===== src/rtl/cnn_header_reader.sv =====
// cnn_header_reader: walks the CNN parameter header in the shared byte RAM,
// latches the global fields and emits one descriptor per layer. The running
// filter-block address is accumulated layer by layer and finally compared
// with the stored dense-section offset as a consistency check.
//
// Descriptor handshake: a descriptor is transferred on a rising edge where
// desc_valid and desc_ready are both high; once desc_valid rises it stays
// high and every descriptor field stays constant until that transfer.
module cnn_header_reader #(
    parameter int          MAX_LAYERS = 10,
    parameter logic [15:0] HDR_BASE   = 16'd0
) (
    input  logic        clk,
    input  logic        RST,
    input  logic        start,
    output logic [15:0] ramAddress,
    output logic        readSignal,
    input  logic [7:0]  ramDataOut,
    output logic [7:0]  filterSize,
    output logic [7:0]  numLayers,
    output logic [15:0] filterOffset,
    output logic [15:0] denseOffset,
    output logic        desc_valid,
    input  logic        desc_ready,
    output logic [7:0]  layerIdx,
    output logic [7:0]  layerFilters,
    output logic [7:0]  layerType,
    output logic [7:0]  layerDense,
    output logic [15:0] layerBase,
    output logic        busy,
    output logic        done,
    output logic [1:0]  err,
    output logic [3:0]  dbg_state_o
);

    typedef enum logic [3:0] {
        S_IDLE    = 4'd0,
        S_HDR     = 4'd1,
        S_CHECK   = 4'd2,
        S_F_CNT   = 4'd3,
        S_F_TYPE  = 4'd4,
        S_F_DENSE = 4'd5,
        S_CALC    = 4'd6,
        S_PRESENT = 4'd7,
        S_FINAL   = 4'd8
    } state_t;

    localparam logic [7:0] MAX_L8 = 8'(MAX_LAYERS);

    state_t      state_q;
    logic        phase_q;      // 0: issue cycle, 1: capture cycle
    logic [2:0]  hdr_cnt_q;
    logic [7:0]  layer_q;
    logic [15:0] base_q;

    logic [15:0] ramAddress_q;
    logic        readSignal_q;
    logic [7:0]  filterSize_q;
    logic [7:0]  numLayers_q;
    logic [15:0] filterOffset_q;
    logic [15:0] denseOffset_q;
    logic        desc_valid_q;
    logic [7:0]  layerIdx_q;
    logic [7:0]  layerFilters_q;
    logic [7:0]  layerType_q;
    logic [7:0]  layerDense_q;
    logic [15:0] layerBase_q;
    logic        busy_q;
    logic        done_q;
    logic [1:0]  err_q;

    // Address and arithmetic helpers derived from the current layer.
    logic [15:0] hdr_addr_d;
    logic [15:0] cnt_addr_d;
    logic [15:0] type_addr_d;
    logic [15:0] dense_addr_d;
    logic        is_last_d;
    logic [15:0] fs_sq_d;
    logic [23:0] fs_term_d;
    logic [23:0] incr_d;
    logic [24:0] base_sum_d;

    // Per-layer byte addresses and the filter-block size of the current layer
    always_comb begin
        hdr_addr_d   = HDR_BASE + {13'd0, hdr_cnt_q} + 16'd1;
        cnt_addr_d   = HDR_BASE + 16'd6 + {8'd0, layer_q};
        type_addr_d  = cnt_addr_d + {8'd0, numLayers_q};
        dense_addr_d = type_addr_d + {8'd0, numLayers_q};
        is_last_d    = (layer_q == (numLayers_q - 8'd1));
        fs_sq_d      = {8'd0, filterSize_q} * {8'd0, filterSize_q};
        fs_term_d    = {8'd0, fs_sq_d} + 24'd1;
        incr_d       = {16'd0, layerFilters_q} * fs_term_d;
        base_sum_d   = {9'd0, base_q} + {1'b0, incr_d};
    end

    // Parse sequencer with registered RAM strobes, descriptors and status
    always_ff @(posedge clk) begin
        if (!RST) begin
            state_q        <= S_IDLE;
            phase_q        <= 1'b0;
            hdr_cnt_q      <= 3'd0;
            layer_q        <= 8'd0;
            base_q         <= 16'd0;
            ramAddress_q   <= 16'd0;
            readSignal_q   <= 1'b0;
            filterSize_q   <= 8'd0;
            numLayers_q    <= 8'd0;
            filterOffset_q <= 16'd0;
            denseOffset_q  <= 16'd0;
            desc_valid_q   <= 1'b0;
            layerIdx_q     <= 8'd0;
            layerFilters_q <= 8'd0;
            layerType_q    <= 8'd0;
            layerDense_q   <= 8'd0;
            layerBase_q    <= 16'd0;
            busy_q         <= 1'b0;
            done_q         <= 1'b0;
            err_q          <= 2'd0;
        end else begin
            // Strobes are single-cycle unless a state re-issues them.
            readSignal_q <= 1'b0;
            ramAddress_q <= 16'd0;
            done_q       <= 1'b0;
            case (state_q)
                S_IDLE: begin
                    if (start) begin
                        state_q      <= S_HDR;
                        busy_q       <= 1'b1;
                        err_q        <= 2'd0;
                        layer_q      <= 8'd0;
                        hdr_cnt_q    <= 3'd0;
                        phase_q      <= 1'b0;
                        readSignal_q <= 1'b1;
                        ramAddress_q <= HDR_BASE;
                    end
                end
                S_HDR: begin
                    if (!phase_q) begin
                        phase_q <= 1'b1;
                    end else begin
                        case (hdr_cnt_q)
                            3'd0:    filterSize_q         <= ramDataOut;
                            3'd1:    numLayers_q          <= ramDataOut;
                            3'd2:    filterOffset_q[15:8] <= ramDataOut;
                            3'd3:    filterOffset_q[7:0]  <= ramDataOut;
                            3'd4:    denseOffset_q[15:8]  <= ramDataOut;
                            default: denseOffset_q[7:0]   <= ramDataOut;
                        endcase
                        phase_q <= 1'b0;
                        if (hdr_cnt_q == 3'd5) begin
                            state_q <= S_CHECK;
                        end else begin
                            hdr_cnt_q    <= hdr_cnt_q + 3'd1;
                            readSignal_q <= 1'b1;
                            ramAddress_q <= hdr_addr_d;
                        end
                    end
                end
                S_CHECK: begin
                    if ((numLayers_q == 8'd0) || (numLayers_q > MAX_L8)) begin
                        err_q   <= 2'd1;
                        done_q  <= 1'b1;
                        busy_q  <= 1'b0;
                        state_q <= S_FINAL;
                    end else begin
                        base_q       <= filterOffset_q;
                        phase_q      <= 1'b0;
                        state_q      <= S_F_CNT;
                        readSignal_q <= 1'b1;
                        ramAddress_q <= cnt_addr_d;
                    end
                end
                S_F_CNT: begin
                    if (!phase_q) begin
                        phase_q <= 1'b1;
                    end else begin
                        layerFilters_q <= ramDataOut;
                        phase_q        <= 1'b0;
                        state_q        <= S_F_TYPE;
                        readSignal_q   <= 1'b1;
                        ramAddress_q   <= type_addr_d;
                    end
                end
                S_F_TYPE: begin
                    if (!phase_q) begin
                        phase_q <= 1'b1;
                    end else begin
                        layerType_q <= ramDataOut;
                        phase_q     <= 1'b0;
                        if (is_last_d) begin
                            // The last layer has no dense-count byte.
                            layerDense_q <= 8'd0;
                            state_q      <= S_CALC;
                        end else begin
                            state_q      <= S_F_DENSE;
                            readSignal_q <= 1'b1;
                            ramAddress_q <= dense_addr_d;
                        end
                    end
                end
                S_F_DENSE: begin
                    if (!phase_q) begin
                        phase_q <= 1'b1;
                    end else begin
                        layerDense_q <= ramDataOut;
                        phase_q      <= 1'b0;
                        state_q      <= S_CALC;
                    end
                end
                S_CALC: begin
                    if (base_sum_d[24:16] != 9'd0) begin
                        err_q   <= 2'd3;
                        done_q  <= 1'b1;
                        busy_q  <= 1'b0;
                        state_q <= S_FINAL;
                    end else begin
                        layerBase_q  <= base_q;
                        layerIdx_q   <= layer_q;
                        base_q       <= base_sum_d[15:0];
                        desc_valid_q <= 1'b1;
                        state_q      <= S_PRESENT;
                    end
                end
                S_PRESENT: begin
                    if (desc_ready) begin
                        desc_valid_q <= 1'b0;
                        layer_q      <= layer_q + 8'd1;
                        if (is_last_d) begin
                            // base_q already holds the end of the last block.
                            if (base_q != denseOffset_q) begin
                                err_q <= 2'd2;
                            end
                            done_q  <= 1'b1;
                            busy_q  <= 1'b0;
                            state_q <= S_FINAL;
                        end else begin
                            phase_q      <= 1'b0;
                            state_q      <= S_F_CNT;
                            readSignal_q <= 1'b1;
                            ramAddress_q <= cnt_addr_d + 16'd1;
                        end
                    end
                end
                S_FINAL: begin
                    state_q <= S_IDLE;
                end
                default: begin
                    state_q <= S_IDLE;
                end
            endcase
        end
    end

    assign ramAddress   = ramAddress_q;
    assign readSignal   = readSignal_q;
    assign filterSize   = filterSize_q;
    assign numLayers    = numLayers_q;
    assign filterOffset = filterOffset_q;
    assign denseOffset  = denseOffset_q;
    assign desc_valid   = desc_valid_q;
    assign layerIdx     = layerIdx_q;
    assign layerFilters = layerFilters_q;
    assign layerType    = layerType_q;
    assign layerDense   = layerDense_q;
    assign layerBase    = layerBase_q;
    assign busy         = busy_q;
    assign done         = done_q;
    assign err          = err_q;
    assign dbg_state_o  = state_q;

endmodule


===== config.mk =====
export PLATFORM = sky130hd
export DESIGN_NAME = cnn_header_reader
export DESIGN_NICKNAME = d
export VERILOG_FILES = /design/src/rtl/cnn_header_reader.sv
export SDC_FILE = /design/constraint.sdc
export NUM_CORES = 1
export LEC_CHECK = 0
export ABC_AREA = 1
export CAP_MARGIN = 20
export CORE_MARGIN = 10
export CORE_UTILIZATION = 40
export CTS_CLUSTER_DIAMETER = 40
export DETAILED_ROUTE_END_ITERATION = 16
export PLACE_DENSITY = 0.66
export SLEW_MARGIN = 40
export SYNTH_ARGS = -nofsm -noshare
export SYNTH_HDL_FRONTEND = slang
export SYNTH_SLANG_ARGS = --single-unit
export TNS_END_PERCENT = 5

===== constraint.sdc =====
create_clock -name clk -period 9.3 [get_ports clk]
set_input_delay 1.86 -clock clk [delete_from_list [all_inputs] [get_ports clk]]
set_output_delay 1.86 -clock clk [all_outputs]
set_load 0.03 [all_outputs]

==> impl_metrics.yaml <==
setup_path:
  critPathLaunchType: "register"
  rrSetupSlack_ns: 0.25
  reg2reg_depth: 50
  timing.rr.end: "layerBase[13]$_SDFFE_PN0P_"
  cpMaxStageDelayCell: "fa_1"
  reg2reg_from: "filterSize[3]$_SDFFE_PN0P_"
  required_ns: 9.61
  worstPathMaxFanout: 7
  endpoint_kind: "register"
  slowest_delay_ns: 0.53
  arrival_ns: 9.36
  crit_type: "register to register"
yosys:
  synthTopCellsByCount: "nand2_1, inv_1, nor2_1"
  ys_types: 50
  yosys.area_share.adder_pct: 26.1
  avgSynthCellArea_um2: 6.88
  ys_ff_latch: 145
  ys_warn_count: 0
  synth_top_area_share_pct: 20.2
  syn_area_um2: 14400
  synth_top_family_by_area: "adder cells"
  synthMuxAreaShare_pct: 0.288
  synth_simple_gate_area_share_pct: 24.5
  yosys.area.top_type: "dfxtp_1"
  syn-instance-count: 2088
  seq_area_frac_synth_pct: 20.2
  synth-edff-count: 0
  async_flop_share_pct: 0
  synth_compound_area_share_pct: 12.0
  synth_area_leaders: "dfxtp_1, fa_1, nand2_1"
  synth.most_common_cell: "nand2_1"
  ys.flop_type: "dfxtp_1"
  synth_xor_area_share_pct: 4.33
floorplan:
  io_pins: 134
  die_x_um: 209
  die_h_um: 209
  core-area_um2: 35500
  row_count: 69
  dieArea_um2: 43900
  start_util_pct: 40.5
place:
  placed_area_um2: 16700
  place_ws_ns: -0.0899
  gp_congestion: 0.915
  hpwl_um: 36900
  port-buffer-count: 128
  dp.cells: 2713
route:
  vias: 14179
  dr.pass1.iters: 5
  via_per_inst: 5.10
  ant_nets: 0
  wl_per_cell_um: 17.2
  wl_um: 47900
  drt_iter0_markers: 1153
  drc: 0
timing:
  finalCritPeriodShare_pct: 97.4
  setup_viol: 0
  max_freq_mhz: 110
  setup_ws_ns: 0.245
  fin_crit_ns: 9.05
  slew_violations: 0
  slew_headroom_pct: 44.0
  finalSetupTns_ns: 0
  whs_ns: 0.469
  worst_pin_slew_ns: 0.838
  rsz0062_at_grt: "true"
  hold_viol_final: 0
  final.setup_skew_ns: 0.0151
grt:
  grtUsageTotal_pct: 21.0
  grt.overflow.total: 0
  antenna_found_initial: 0
  grt_pass1_vias: 14065
  grt_pass1_wl_um: 74900
  grt_max_degree: 95
cells_and_area:
  n_antenna_cell: 0
  areaGrowthSynthToFinish_pct: 28.8
  fin_cells: 2779
  drive_gt1_share_pct: 16.6
  final_util_pct: 52.1
  final_cell_area_um2: 18500
  nets: 2547
clocking:
  clk_pin_slew_worst_paths_ns: 0.07
  clock_path_buffers: 2
  hold_buffers: 0
  cts_sinks: 145
  cts_tree: "done"
  clock_latency_ns: 0.43
  root_buffer: "clkbuf_16"
  htreeDepth: 4
  numCtsBuffers: 17
min_path:
  holdPathEnd: "layerDense[5]$_SDFFE_PN0P_"
  whs_path_depth: 2
  min_from: "layerDense[5]$_SDFFE_PN0P_"
  hold_path_class: "register to register"
pwr:
  leakage_nw: 8.63
  total_power_mw: 1.66
  power_density_nw_per_um2: 89.6
  vdd_drop_max_mv: 0.126
flow_run:
  maxCapViolations: 0
outcome:
  status: "finished clean"
-- sequential cells by signal (all words and copies together) (netlist names), 2 cells and up --
| signal | count |
|---|---|
| base_q | 16 |
| layerDense | 8 |
| layerBase | 16 |
| layerIdx | 8 |
| filterSize | 8 |
| denseOffset | 16 |
| ramAddress | 11 |
| hdr_cnt_q | 3 |
| layer_q | 8 |
| err | 2 |
| layerType | 8 |
| filterOffset | 16 |
| numLayers | 8 |
| layerFilters | 8 |
| dbg_state_o | 4 |
-- worst max-delay path: cells and delay by family, from the launching register on --
kind,cells,cell delay [ns]
AOI/OAI and AO/OA,7,0.76
xor gates and xnor gates,2,0.34
adders and majority gates,11,4.48
buffers and inverters,13,1.38
DFF,1,0.37
and+or+nand+nor,17,1.59
-- layout by cell type, fill, tap and decap left out, drive strengths merged, types with 115 or more instances in the layout --
cell,n
a21oi,142
buf,128
clkdlybuf4s50,127
dfxtp,145
fa,115
ha,115
inv,405
nand2,426
nor2,276
o21ai,122
-- area by class of cell --
cell class / count / area (µm²)
inverter: 403 / 1530
multi-input combinational: 1482 / 10600
clock inverter: 13 / 126
timing repair buffer: 256 / 2350
clock buffer: 19 / 433
tap: 461 / 577
fill: 3433 / 17000
sequential: 145 / 2930
-- logic make-up after synthesis --
logic type               Yosys count
AND/OR/NAND/NOR                  849
flip-flops                       145
adder cells (fa/ha/maj)          230
XOR/XNOR                          71
AO/OA/AOI/OAI                    320
multiplexers                       4
other                              2
buffers and inverters            467
-- power breakdown --
part	switching, mW	internal, mW	total (mW)
combinational	0.209	0.113	0.321
clock	0.295	0.373	0.669
sequential	0.0254	0.641	0.666
-- metal layers --
| metal | global-route usage, % | wire (µm) | share of wire, % | vias to the layer above |
|---|---|---|---|---|
| met3 | 3.92 | 2900 | 6.0 | 75 |
| met2 | 36.0 | 23200 | 48 | 418 |
| met1 | 26.4 | 20700 | 43 | 6770 |
| li1 | - | - | - | 6916 |
| met5 | 0 | 0 | 0 | - |
| met4 | 5.83 | 1070 | 2.2 | 0 |
-- how the worst max path moves through the flow --
stage / cells past startpoint / end / slack (ns) / startpoint
2_1_floorplan: 44 / layerIdx[1]$_SDFFE_PN0P_ / 0.12 / filterSize[5]$_SDFFE_PN0P_
3_3_place_gp: 47 / layerBase[9]$_SDFFE_PN0P_ / 0.02 / filterSize[2]$_SDFFE_PN0P_
3_5_place_dp: 44 / layerBase[2]$_SDFFE_PN0P_ / -0.09 / filterSize[2]$_SDFFE_PN0P_
4_1_cts: 50 / layerBase[7]$_SDFFE_PN0P_ / 0.008 / filterSize[2]$_SDFFE_PN0P_
5_1_grt: 50 / layerIdx[6]$_SDFFE_PN0P_ / -0.17 / filterSize[4]$_SDFFE_PN0P_
6_report: 50 / layerBase[13]$_SDFFE_PN0P_ / 0.25 / filterSize[3]$_SDFFE_PN0P_
-- repair_timing --
item,4_1_cts,5_1_grt
gates resized for setup,40,215
endpoints found under the setup margin,26,49
setup buffers,7,24
gates cloned,1,2
pin swaps,25,123
Note: power is estimated with default switching activity, not from simulation.
